<file path="config.mk">
export PLATFORM = sky130hd
export DESIGN_NAME = register_write_decoder
export DESIGN_NICKNAME = d
export VERILOG_FILES = /design/src/rtl/register_write_decoder.sv
export SDC_FILE = /design/constraint.sdc
export NUM_CORES = 1
export LEC_CHECK = 0
export BUFFER_PORTS_ARGS = -buffer_cell sky130_fd_sc_hd__buf_4
export CAP_MARGIN = 10
export CORE_AREA = 2 2 242 244
export CTS_BUF_LIST = sky130_fd_sc_hd__clkbuf_4 sky130_fd_sc_hd__clkbuf_8 sky130_fd_sc_hd__clkbuf_16
export DETAILED_ROUTE_END_ITERATION = 7
export DIE_AREA = 0 0 244 246
export SLEW_MARGIN = 20
export SYNTH_ARGS = -nofsm -noshare
export SYNTH_HDL_FRONTEND = slang
export SYNTH_SLANG_ARGS = --single-unit
</file>
<file path="constraint.sdc">
create_clock -name clk -period 1.67 [get_ports clk]
set_input_delay 0.2505 -clock clk [delete_from_list [all_inputs] [get_ports clk]]
set_output_delay 0.2505 -clock clk [all_outputs]
set_load 0.01 [all_outputs]
</file>
<file path="src/rtl/register_write_decoder.sv">
// register_write_decoder
//   Write side of the ARM register file: decodes the destination register
//   number into a one-hot strobe, holds R0..R15 in flops, provides a
//   dedicated PC (R15) load path, and tracks which registers were written
//   through the write port since the last clear.
//
// Ports:
//   clk          rising-edge clock
//   rst_n        asynchronous, active-low reset
//   wr_en        write-port enable
//   wr_addr      destination register number
//   wr_data      write-port data
//   pc_ld        PC update enable (fetch/branch path)
//   pc_data      next PC value
//   clr_written  synchronous clear of the written bitmap
//   dec_out      one-hot write strobe, bit i = write to Ri
//   regs_flat    Ri on bits [DATA_W*i +: DATA_W]
//   written      bit i = Ri written via the write port since clear/reset
module register_write_decoder #(
  parameter int                DATA_W   = 32,
  parameter int                ADDR_W   = 4,
  parameter int                PC_IDX   = 15,
  parameter logic [DATA_W-1:0] PC_RESET = '0
) (
  input  logic                           clk,
  input  logic                           rst_n,
  input  logic                           wr_en,
  input  logic [ADDR_W-1:0]              wr_addr,
  input  logic [DATA_W-1:0]              wr_data,
  input  logic                           pc_ld,
  input  logic [DATA_W-1:0]              pc_data,
  input  logic                           clr_written,
  output logic [(1<<ADDR_W)-1:0]         dec_out,
  output logic [DATA_W*(1<<ADDR_W)-1:0]  regs_flat,
  output logic [(1<<ADDR_W)-1:0]         written
);

  localparam int NREGS = 1 << ADDR_W;

  logic [DATA_W-1:0] regs [NREGS];

  // Decoder. An unknown wr_addr makes every comparison false in simulation,
  // so no strobe is raised and nothing gets written.
  always_comb begin
    dec_out = '0;
    if (wr_en && rst_n) begin
      for (int i = 0; i < NREGS; i++) begin
        if (wr_addr == ADDR_W'(i)) dec_out[i] = 1'b1;
      end
    end
  end

  always_ff @(posedge clk or negedge rst_n) begin
    if (!rst_n) begin
      for (int i = 0; i < NREGS; i++) begin
        regs[i] <= (i == PC_IDX) ? PC_RESET : '0;
      end
      written <= '0;
    end else begin
      for (int i = 0; i < NREGS; i++) begin
        if (dec_out[i]) regs[i] <= wr_data;
      end
      // An explicit write to the PC through the write port overrides the
      // sequential fetch update in the same cycle.
      if (pc_ld && !dec_out[PC_IDX]) regs[PC_IDX] <= pc_data;
      // Clear takes effect before the set of the same cycle.
      written <= clr_written ? dec_out : (written | dec_out);
    end
  end

  // Read ports see the flops directly; no write-to-read bypass.
  for (genvar g = 0; g < NREGS; g++) begin : g_flat
    assign regs_flat[DATA_W*g +: DATA_W] = regs[g];
  end

endmodule

</file>
==> results of run 1 <==
## flip-flops by register name (all words and copies together) (netlist names)
register	flops
written	16
regs_flat	512
## metal layers
| metal | share of wire | wire, um |
|---|---|---|
| met5 | 0 | 0 |
| met1 | 0.40 | 26060 |
| met4 | 0.037 | 2396 |
| met3 | 0.063 | 4069 |
| met2 | 0.50 | 31910 |
## where the power goes
group	internal [mW]	switching, mW	leakage [nW]	total [mW]
sequential	15.2	1.30	6.73	16.5
combinational	4.94	3.97	6.55	8.91
clock	7.52	5.09	0.959	12.6
total	27.6	10.4	14.2	38.0
## worst register-to-register path: cells and delay by family (launching register included)
family,cells,cell delay (ps)
DFF,1,390
muxes,2,540
## repair_timing
action                     CTS  global route
hold buffers                31             0
buffers inserted             0             2
pin swaps                    0             1
hold endpoints to repair    98             0
gates resized for setup      2             4
gates cloned                 1             2
setup endpoints to repair    2           339
## cell type report
type | instances | area, um^2
diodes | 1 | 2.502
clock buffers | 80 | 1699
clock inverters | 23 | 205.2
fillers | 5032 | 28970
inverters | 13 | 48.80
multi-input cells | 584 | 6638
flip-flops and latches | 528 | 13210
well taps | 765 | 957.2
repair buffers | 697 | 5634
## worst max path at each step
stage | end | slack, ps | cells past startpoint
global route | dec_out[2] | 4 | 6
detailed placement | regs_flat[165] | -80 | 5
CTS | dec_out[5] | -2 | 5
finish | dec_out[3] | 50 | 5
floorplan | regs_flat[131] | 140 | 5
global placement | dec_out[4] | -90 | 6
## cell usage in the layout, fill, tap and decap left out, drive strengths merged
master,n
nand4b,2
a21o,10
o21ai,6
buf,663
clkinv,18
diode,1
bufinv,3
or3,2
and4bb,1
clkinvlp,3
nand2,2
nand2b,5
dlygate4sd3,31
mux2,544
nor2,10
nand4,1
clkbuf,82
nor2b,1
dfrtp,528
inv,12
bufbuf,1
## metrics by stage
stage	cells	util	setup TNS (ps)	cell area [um^2]
after floorplan	1215	-	0	20270
after global placement	2551	0.4542	-2956	26060
after detailed placement	2551	0.4542	-4811	26060
after CTS	2686	0.4935	-1.754	28310
after global routing	2691	0.4950	0	28400
final	2691	0.4950	0	28400
## cells by family (layout without fill, tap and decap cells)
logic type             count (synthesis)  count (layout)
other                                  0               1
muxes                                544             544
buffers and inverters                103             813
AOI/OAI and AO/OA                     16              16
DFF                                  528             528
and+or+nand+nor                       24              24
==> qor.csv, run 1 <==
stage;metric;value;unit
status;status;finished, final reports clean;
synthesis;syn-num-nets;1288;
drt;vias_per_cell;4.825;
drt;detail_route.drc_violations;0;
clock_network;tritoncts;built;
floorplanning;rows;88;
sta;setup_viol;0;
clock_network;cts_buffers;56;
drt;drt-initial-drc-count;478;
critical_path;critPathMostFrequentCell;buf_4;
critical_path;startpoint;wr_addr[2];
floorplanning;dieWidth;244;um
synthesis;netlist_area;20270;um^2
synthesis;synth_top_cells_by_area;dfrtp_1 65%, mux2_2 26%, mux2_4 3.4%;
synthesis;post-synth-top-count-cell;dfrtp_1;
hold_path;whs_endpoint;regs_flat[511];
drt;vias;12980;
critical_path;r2r_start;regs_flat[495];
critical_path;critical-path-max-stage-delay;370;ps
synthesis;synth.top_cell.area_share;0.6519;
critical_path;crit_path_max_fanout;24;
synthesis;synth_edf_count;0;
critical_path;reg2regPathDepth;2;
power_and_ir_drop;p_leak;14.24;nW
synthesis;synthCells;1215;
placement;io_buffers;616;
sta;maxSlewViolCount;0;
floorplanning;start_util;0.3533;
grt;grt_use_total;0.2091;
sta;slew_headroom;0.4401;
synthesis;seq_area_frac_synth;0.6519;
synthesis;synth_compound_area_frac;0.005186;
power_and_ir_drop;totalPowerFinal;37.99;mW
grt;grt_max_degree;174;
critical_path;path_cells;buf_4 > and4bb_2 > nor2b_4 > buf_12 > buf_4;
final_layout;drive_gt1_frac;0.6784;
synthesis;synth_common_cells;528 x dfrtp_1, 471 x mux2_2, 47 x buf_2, 46 x mux2_4, 36 x clkbuf_1;
floorplanning;core_area;57370;um^2
sta;min_period;1619;ps
power_and_ir_drop;power_density;1338;nW/um^2
sta;max_freq;617.9;MHz
synthesis;synth_mux_area_frac;0.3108;
grt;grt.overflow.total;0;
critical_path;rrSetupSlack;630;ps
clock_network;clkLatencyLatePin;590;ps
grt;antenna_found_initial;2;
synthesis;synth_ff_type;dfrtp_1;
sta;rsz0062_at_grt;no;
critical_path;worstSetupPathType;input port to output port;
synthesis;ys_ff_latch;528;
drt;detail_route.wl_per_cell;23.94;um
grt;grtUsageMet3;0.05294;
critical_path;critical_path.startpoint_type;input port;
hold_path;min_path_cells;3;
synthesis;synth-adder-area-share;0;
clock_network;cts-root-buf;clkbuf_16;
floorplanning;die_area;60020;um^2
flow_run;cap_violations;0;
critical_path;path_delay_family;simple AND/OR/NAND/NOR gates;
drt;postRouteAntennaNets;0;
drt;wl;64430;um
synthesis;yosysTopAreaCell;dfrtp_1;
grt;grt_pass1_vias;13560;
sta;whs;37.35;ps
synthesis;synth_xor_area_frac;0;
grt;grt_first_pass_wirelength;93130;um
sta;hold_viol;0;
placement;pre_cts_slack;-83.05;ps
placement;dpl.hpwl;44750;um
grt;met1_usage;0.2588;
synthesis;syn_avg_cell_area;16.68;um^2
clock_network;cts.reportedPaths.clkPinSlew;60;ps
sta;period_share;0.9692;
sta;worst_pin_slew;839.8;ps
grt;grt_util_met2;0.3534;
sta;fin_skew;0;ps
clock_network;cts.sinks;528;
clock_network;cts.path.max_buffers;3;
hold_path;min_from;pc_data[31];
floorplanning;die_h;246;um
hold_path;hp-class;input port to register;
grt;top_usage_layer;met2;
synthesis;yosys_warnings;0;
synthesis;synthArstFlopShare;1.000;
critical_path;required;1420;ps
final_layout;synthToLayoutAreaGrowth;40.12;%
power_and_ir_drop;vdd_drop_max;971.7;uV
critical_path;crit_buf_inv;3;
critical_path;critPathSlowestCell;and4bb_2;
critical_path;worstPathArrival;1370;ps
drt;drt_pass1_iterations;4;
synthesis;synthSimpleGateAreaFrac;0.007532;
critical_path;worst_setup_path_end_kind;output port;
synthesis;synth_top_family_by_area;multiplexers;
clock_network;htree_levels;2;
floorplanning;ios;617;
placement;gp_congestion;0.7726;
synthesis;ys_types;21;
final_layout;num-nets-final;1953;
sta;setup_ws;51.48;ps
critical_path;r2r-end;regs_flat[495];
(Power assumes the default switching activity.)
==> run 2, diff against run 1 <==
--- a/config.mk
+++ b/config.mk
@@ -11,6 +11,8 @@
 export CTS_BUF_LIST = sky130_fd_sc_hd__clkbuf_4 sky130_fd_sc_hd__clkbuf_8 sky130_fd_sc_hd__clkbuf_16
 export DETAILED_ROUTE_END_ITERATION = 7
 export DIE_AREA = 0 0 244 246
+export MAX_ROUTING_LAYER = met4
+export RECOVER_POWER = 25
 export SLEW_MARGIN = 20
 export SYNTH_ARGS = -nofsm -noshare
 export SYNTH_HDL_FRONTEND = slang
==> run 2 against run 1 <==
Flip-flop and latch count stayed put. Hold slack hardly changed. Utilization is 0.38 points lower. Critical path type unchanged. Critical endpoint is now dec_out[12].
==> qor.csv, run 2 (same netlist as run 1, synthesis figures left out) <==
stage;metric;value;unit;change
final_layout;num-nets-final;1954;;was 1,953
clock_network;htree_levels;2;;unchanged
critical_path;worstSetupPathType;input port to output port;;unchanged
clock_network;cts.path.max_buffers;3;;unchanged
sta;fin_skew;0;ps;unchanged
clock_network;cts_buffers;56;;unchanged
status;status;finished, final reports clean;;unchanged
critical_path;crit_buf_inv;4;;was 3
drt;drt_pass1_iterations;6;;was 4
floorplanning;ios;617;;unchanged
drt;wl;64750;um;was 64,430 um
grt;grt_first_pass_wirelength;93140;um;was 93,130 um
critical_path;crit_cells;6;;was 5
power_and_ir_drop;p_leak;14.08;nW;was 14.24 nW
sta;setup_viol;0;;unchanged
placement;placed_cells;2551;;unchanged
critical_path;worstPathArrival;1360;ps;was 1370 ps
grt;grt.overflow.total;0;;unchanged
hold_path;hp-class;input port to register;;unchanged
critical_path;r2r_start;regs_flat[495];;unchanged
critical_path;rrSetupSlack;630;ps;about the same
final_layout;layout_common_cells;637 x buf_4, 528 x dfrtp_1, 471 x mux2_2;;was 642 x buf_4, 528 x dfrtp_1, 471 x mux2_2
flow_run;cap_violations;0;;unchanged
floorplanning;rows;88;;unchanged
grt;grt_max_degree;174;;unchanged
floorplanning;core_area;57370;um^2;unchanged
power_and_ir_drop;vdd_drop_max;975.5;uV;was 971.7 uV
clock_network;tritoncts;built;;unchanged
clock_network;clkLatencyLatePin;590;ps;about the same
floorplanning;die_area;60020;um^2;unchanged
placement;dpl.hpwl;44750;um;unchanged
final_layout;final_common_cell;buf_4;;unchanged
drt;drt-initial-drc-count;519;;was 478
sta;worst_pin_slew;867.3;ps;was 839.8 ps
critical_path;crit_path_end;dec_out[12];;was dec_out[3]
placement;gp_congestion;0.7830;;was 0.7726
final_layout;largest_register_ffs;512;;unchanged
critical_path;crit_path_max_fanout;24;;unchanged
grt;grt_pass1_vias;13590;;was 13.56k
critical_path;required;1420;ps;about the same
critical_path;path_cells;buf_4 > nand4_1 > or3_2 > buf_12 > inv_1 > buf_4;;was buf_4 > and4bb_2 > nor2b_4 > buf_12 > buf_4
final_layout;synthToLayoutAreaGrowth;39.05;%;was 40.12%
drt;vias;12980;;about the same
placement;io_buffers;616;;unchanged
grt;grt_use_total;0.2154;;was 0.2091
drt;detail_route.wl_per_cell;24.03;um;was 23.94 um
sta;hold_viol;0;;unchanged
drt;postRouteAntennaNets;0;;unchanged
clock_network;cts.sinks;528;;unchanged
drt;detail_route.drc_violations;0;;unchanged
drt;vias_per_cell;4.819;;was 4.825
clock_network;cts-root-buf;clkbuf_16;;unchanged
floorplanning;dieWidth;244;um;unchanged
final_layout;final_cells;2694;;was 2,691
critical_path;critPathSlowestCell;or3_2;;was and4bb_2
sta;tns;0;ps;unchanged
sta;rsz0062_at_grt;no;;unchanged
critical_path;reg2regPathDepth;2;;unchanged
floorplanning;die_h;246;um;unchanged
sta;min_period;1611;ps;was 1619 ps
placement;placed_area;26060;um^2;unchanged
critical_path;critical_path.startpoint_type;input port;;unchanged
critical_path;r2r-end;regs_flat[495];;unchanged
critical_path;critical-path-max-stage-delay;480;ps;was 370 ps
critical_path;critPathMostFrequentCell;buf_4;;unchanged
critical_path;startpoint;wr_en;;was wr_addr[2]
final_layout;drive_gt1_frac;0.6599;;was 0.6784
final_layout;fin_area;28180;um^2;was 28,400 um^2
sta;max_freq;620.8;MHz;was 617.9 MHz
critical_path;path_delay_family;simple AND/OR/NAND/NOR gates;;unchanged
grt;antenna_found_initial;2;;unchanged
sta;period_share;0.9645;;was 0.9692
clock_network;cts.reportedPaths.clkPinSlew;60;ps;about the same
critical_path;worst_setup_path_end_kind;output port;;unchanged
sta;maxSlewViolCount;0;;unchanged
sta;slew_headroom;0.4218;;was 0.4401
floorplanning;start_util;0.3533;;unchanged
power_and_ir_drop;power_density;1344;nW/um^2;was 1338 nW/um^2
run 2: per-layer routing:
layer	track usage	wire length [um]	vias up
met2	0.3535	32020	422
li1	-	-	5598
met4	0.07783	2244	0
met1	0.2596	26410	6849
met3	0.05142	4067	114
met5	-	0	-
run 2: layout make-up:
cell class                 count  area, um^2
fill                        5072       29180
sequential                   528       13210
multi-input combinational    584        6511
timing repair buffer         698        5539
clock buffer                  80        1699
tap                          765       957.2
clock inverter                23       205.2
inverter                      13       48.80
antenna                        3       7.507
run 2: worst reg2reg max path, stage by stage, from the launching register on:
cell     delay, ps
dfrtp_1        390
mux2_1         280
mux2_2         260
run 2: worst min-delay path by stage:
stage	from	to	slack (ps)	depth (start not counted)
2_1_floorplan	rst_n	regs_flat[0]	-50	0
3_3_place_gp	rst_n	regs_flat[142]	40	1
3_5_place_dp	rst_n	regs_flat[142]	50	1
5_1_grt	pc_data[25]	regs_flat[505]	10	3
6_report	pc_data[31]	regs_flat[511]	40	3
4_1_cts	pc_data[31]	regs_flat[511]	0.6	3
run 2: power breakdown:
| part | internal, mW | total, mW | switching [mW] |
|---|---|---|---|
| clock | 7.52 | 12.6 | 5.09 |
| combinational | 4.83 | 8.81 | 3.98 |
| sequential | 15.2 | 16.5 | 1.30 |
| total | 27.5 | 37.9 | 10.4 |
run 2: metrics by stage:
| stage | util | total power, mW | hold slack [ps] | worst slack (ps) |
|---|---|---|---|---|
| after global routing | 0.4912 | 39.55 | 12.11 | 4.094 |
| after floorplan | - | 20.02 | -45.09 | 138.5 |
| after detailed placement | 0.4542 | 25.64 | 46.18 | -83.05 |
| after global placement | 0.4542 | 25.44 | 43.94 | -86.94 |
| final | 0.4913 | 37.88 | 37.77 | 59.21 |
| after CTS | 0.4935 | 38.43 | 0.5612 | -1.754 |
run 2: what timing repair did:
item,in CTS,in global routing
hold buffers,31,0
endpoints found under the setup margin,2,332
gates cloned,1,3
endpoints found under the hold margin,98,0
buffers inserted,0,2
resized for setup,2,4
pin swaps,0,1
==> run 3, diff against run 2 <==
--- a/config.mk
+++ b/config.mk
@@ -5,7 +5,8 @@
 export SDC_FILE = /design/constraint.sdc
 export NUM_CORES = 1
 export LEC_CHECK = 0
-export BUFFER_PORTS_ARGS = -buffer_cell sky130_fd_sc_hd__buf_4
+export ABC_CLOCK_PERIOD_IN_PS = 1600
+export BUFFER_PORTS_ARGS = -buffer_cell sky130_fd_sc_hd__buf_2
 export CAP_MARGIN = 10
 export CORE_AREA = 2 2 242 244
 export CTS_BUF_LIST = sky130_fd_sc_hd__clkbuf_4 sky130_fd_sc_hd__clkbuf_8 sky130_fd_sc_hd__clkbuf_16
==> constraint.sdc (replaced) <==
create_clock -name clk -period 1.6 [get_ports clk]
set_input_delay 0.24 -clock clk [delete_from_list [all_inputs] [get_ports clk]]
set_output_delay 0.24 -clock clk [all_outputs]
set_load 0.01 [all_outputs]
==> run 3 against run 2 <==
Setup slack worse by 41 ps. Sequential power rose by 3%. Sequential share of layout area rose by 1.9 points. Critical endpoint is now dec_out[7].
==> qor.csv, run 3 (same netlist as run 1, synthesis figures left out) <==
stage;metric;value;unit;change
status;status;finished, final reports clean;;unchanged
critical_path;crit_path_max_fanout;24;;unchanged
final_layout;synthToLayoutAreaGrowth;33.68;%;was 39.05%
clock_network;cts_buffers;56;;unchanged
drt;wl;64300;um;was 64,750 um
critical_path;worstSetupPathType;input port to output port;;unchanged
critical_path;worstPathArrival;1340;ps;was 1360 ps
critical_path;required;1360;ps;was 1420 ps
sta;setup_viol;0;;unchanged
critical_path;rrSetupSlack;550;ps;was 630 ps
placement;placed_cells;2552;;was 2,551
sta;max_freq;632.1;MHz;
drt;postRouteAntennaNets;0;;unchanged
sta;fin_skew;0;ps;unchanged
hold_path;whs_endpoint;regs_flat[504];;was regs_flat[511]
floorplanning;die_h;246;um;unchanged
flow_run;cap_violations;0;;unchanged
hold_path;hp-class;input port to register;;unchanged
clock_network;cts.reportedPaths.clkPinSlew;60;ps;about the same
floorplanning;core_area;57370;um^2;unchanged
sta;rsz0062_at_grt;yes;;was no
grt;top_usage_layer;met2;;unchanged
final_layout;num-nets-final;1969;;was 1,954
floorplanning;rows;88;;unchanged
clock_network;cts.sinks;528;;unchanged
drt;detail_route.wl_per_cell;23.76;um;was 24.03 um
final_layout;final_common_cell;buf_2;;was buf_4
power_and_ir_drop;vdd_drop_max;860.6;uV;was 975.5 uV
power_and_ir_drop;p_leak;14.08;nW;about the same
grt;antenna_found_initial;5;;was 2
critical_path;reg2regPathDepth;2;;unchanged
sta;min_period;1582;ps;
critical_path;r2r_start;regs_flat[500];;was regs_flat[495]
sta;setup_ws;17.85;ps;was 59.21 ps
grt;grt_use_total;0.2141;;was 0.2154
final_layout;layout_common_cells;614 x buf_2, 528 x dfrtp_1, 471 x mux2_2;;was 637 x buf_4, 528 x dfrtp_1, 471 x mux2_2
floorplanning;dieWidth;244;um;unchanged
drt;vias_per_cell;4.843;;was 4.819
grt;grt.overflow.total;0;;unchanged
grt;grtUsageMet3;0.04216;;was 0.05142
grt;grt_max_degree;162;;was 174
sta;hold_viol;0;;unchanged
hold_path;min_from;pc_data[24];;was pc_data[31]
grt;grt_first_pass_wirelength;92580;um;was 93,140 um
final_layout;fill_cells;5115;;was 5,072
critical_path;r2r-end;regs_flat[500];;was regs_flat[495]
drt;vias;13110;;was 12.98k
floorplanning;ios;617;;unchanged
critical_path;critical_path.startpoint_type;input port;;unchanged
sta;worst_pin_slew;1004;ps;was 867.3 ps
sta;period_share;0.9888;;
final_layout;largest_register_ffs;512;;unchanged
sta;maxSlewViolCount;0;;unchanged
sta;whs;31.93;ps;was 37.77 ps
drt;drt-initial-drc-count;477;;was 519
sta;slew_headroom;0.3306;;was 0.4218
clock_network;clkLatencyLatePin;590;ps;about the same
floorplanning;start_util;0.3533;;unchanged
placement;dpl.hpwl;43390;um;was 44,750 um
placement;gp_congestion;0.7978;;was 0.7830
placement;io_buffers;616;;unchanged
hold_path;min_path_cells;3;;unchanged
grt;grt_pass1_vias;13520;;was 13.59k
placement;pre_cts_slack;-133.8;ps;was -83.05 ps
power_and_ir_drop;power_density;1412;nW/um^2;was 1344 nW/um^2
drt;detail_route.drc_violations;0;;unchanged
final_layout;drive_gt1_frac;0.6794;;was 0.6599
floorplanning;die_area;60020;um^2;unchanged
clock_network;cts-root-buf;clkbuf_16;;unchanged
final_layout;final_cells;2706;;was 2,694
drt;drt_pass1_iterations;4;;was 6
critical_path;worst_setup_path_end_kind;output port;;unchanged
grt;grt_util_met2;0.3463;;was 0.3535
clock_network;tritoncts;built;;unchanged
grt;met1_usage;0.2666;;was 0.2596
clock_network;cts.path.max_buffers;3;;unchanged
clock_network;htree_levels;2;;unchanged
run 3: cell count changes in the layout (fill, tap and decap cells not counted), moves of 3 or more:
cell / delta
buf_12: +11
buf_2: +614
buf_4: -604
bufbuf_16: +3
clkbuf_1: -3
clkbuf_2: -7
clkbuf_4: +11
clkbuf_8: -8
clkinv_2: -6
mux2_1: -29
mux2_4: +29
run 3: layout make-up:
| type | count | area, um^2 | share of cell area |
|---|---|---|---|
| inverters | 13 | 48.80 | 0.001801 |
| flip-flops and latches | 528 | 13210 | 0.4877 |
| well taps | 765 | 957.2 | 0.03533 |
| clock inverters | 18 | 212.7 | 0.007851 |
| diodes | 1 | 2.502 | 0.00009237 |
| repair buffers | 713 | 4312 | 0.1591 |
| clock buffers | 84 | 1697 | 0.06262 |
| multi-input cells | 584 | 6650 | 0.2455 |
run 3: timing repair:
action	4_1_cts	5_1_grt
endpoints found under the hold margin	210	0
cloned	3	2
pin swaps	1	2
hold buffers	33	0
buffers inserted	2	11
gates resized for setup	4	6
endpoints found under the setup margin	7	9
run 3: how the worst max path moves through the flow:
stage / slack [ps] / start / depth (start not counted) / to
2_1_floorplan: 80 / wr_addr[3] / 5 / regs_flat[131]
3_3_place_gp: -120 / wr_addr[3] / 6 / dec_out[4]
3_5_place_dp: -130 / wr_addr[3] / 5 / regs_flat[138]
4_1_cts: 1 / wr_addr[2] / 5 / dec_out[3]
5_1_grt: -20 / wr_addr[3] / 6 / dec_out[7]
6_report: 20 / wr_addr[3] / 6 / dec_out[7]
run 3: where the power goes:
| group | leakage [nW] | internal (mW) | switching, mW |
|---|---|---|---|
| registers | 6.73 | 15.8 | 1.22 |
| clock network | 0.958 | 7.96 | 5.37 |
| logic | 6.39 | 3.79 | 4.09 |
run 3: per-layer routing:
metal,up-vias,wire length (um),share of wire
met2,427,31720,0.49
met5,-,0,0
met4,0,2343,0.036
li1,5632,-,-
met1,6917,26220,0.41
met3,129,4021,0.063
run 3: stage by stage:
| stage | setup TNS, ps | total power [mW] | instance area (um^2) | util |
|---|---|---|---|---|
| final | 0 | 38.25 | 27090 | 0.4723 |
| after global routing | -20.98 | 40.01 | 27090 | 0.4722 |
| after CTS | 0 | 38.73 | 26940 | 0.4696 |
| after detailed placement | -21330 | 25.16 | 24570 | 0.4284 |
| after global placement | -15020 | 24.95 | 24570 | 0.4284 |
| after floorplan | 0 | 20.90 | 20270 | - |
run 3: worst max-delay path, cell delays in order:
cell	delay [ps]
buf_2	120
nand4b_2	200
buf_4	180
nor2_4	180
buf_12	230
buf_2	170
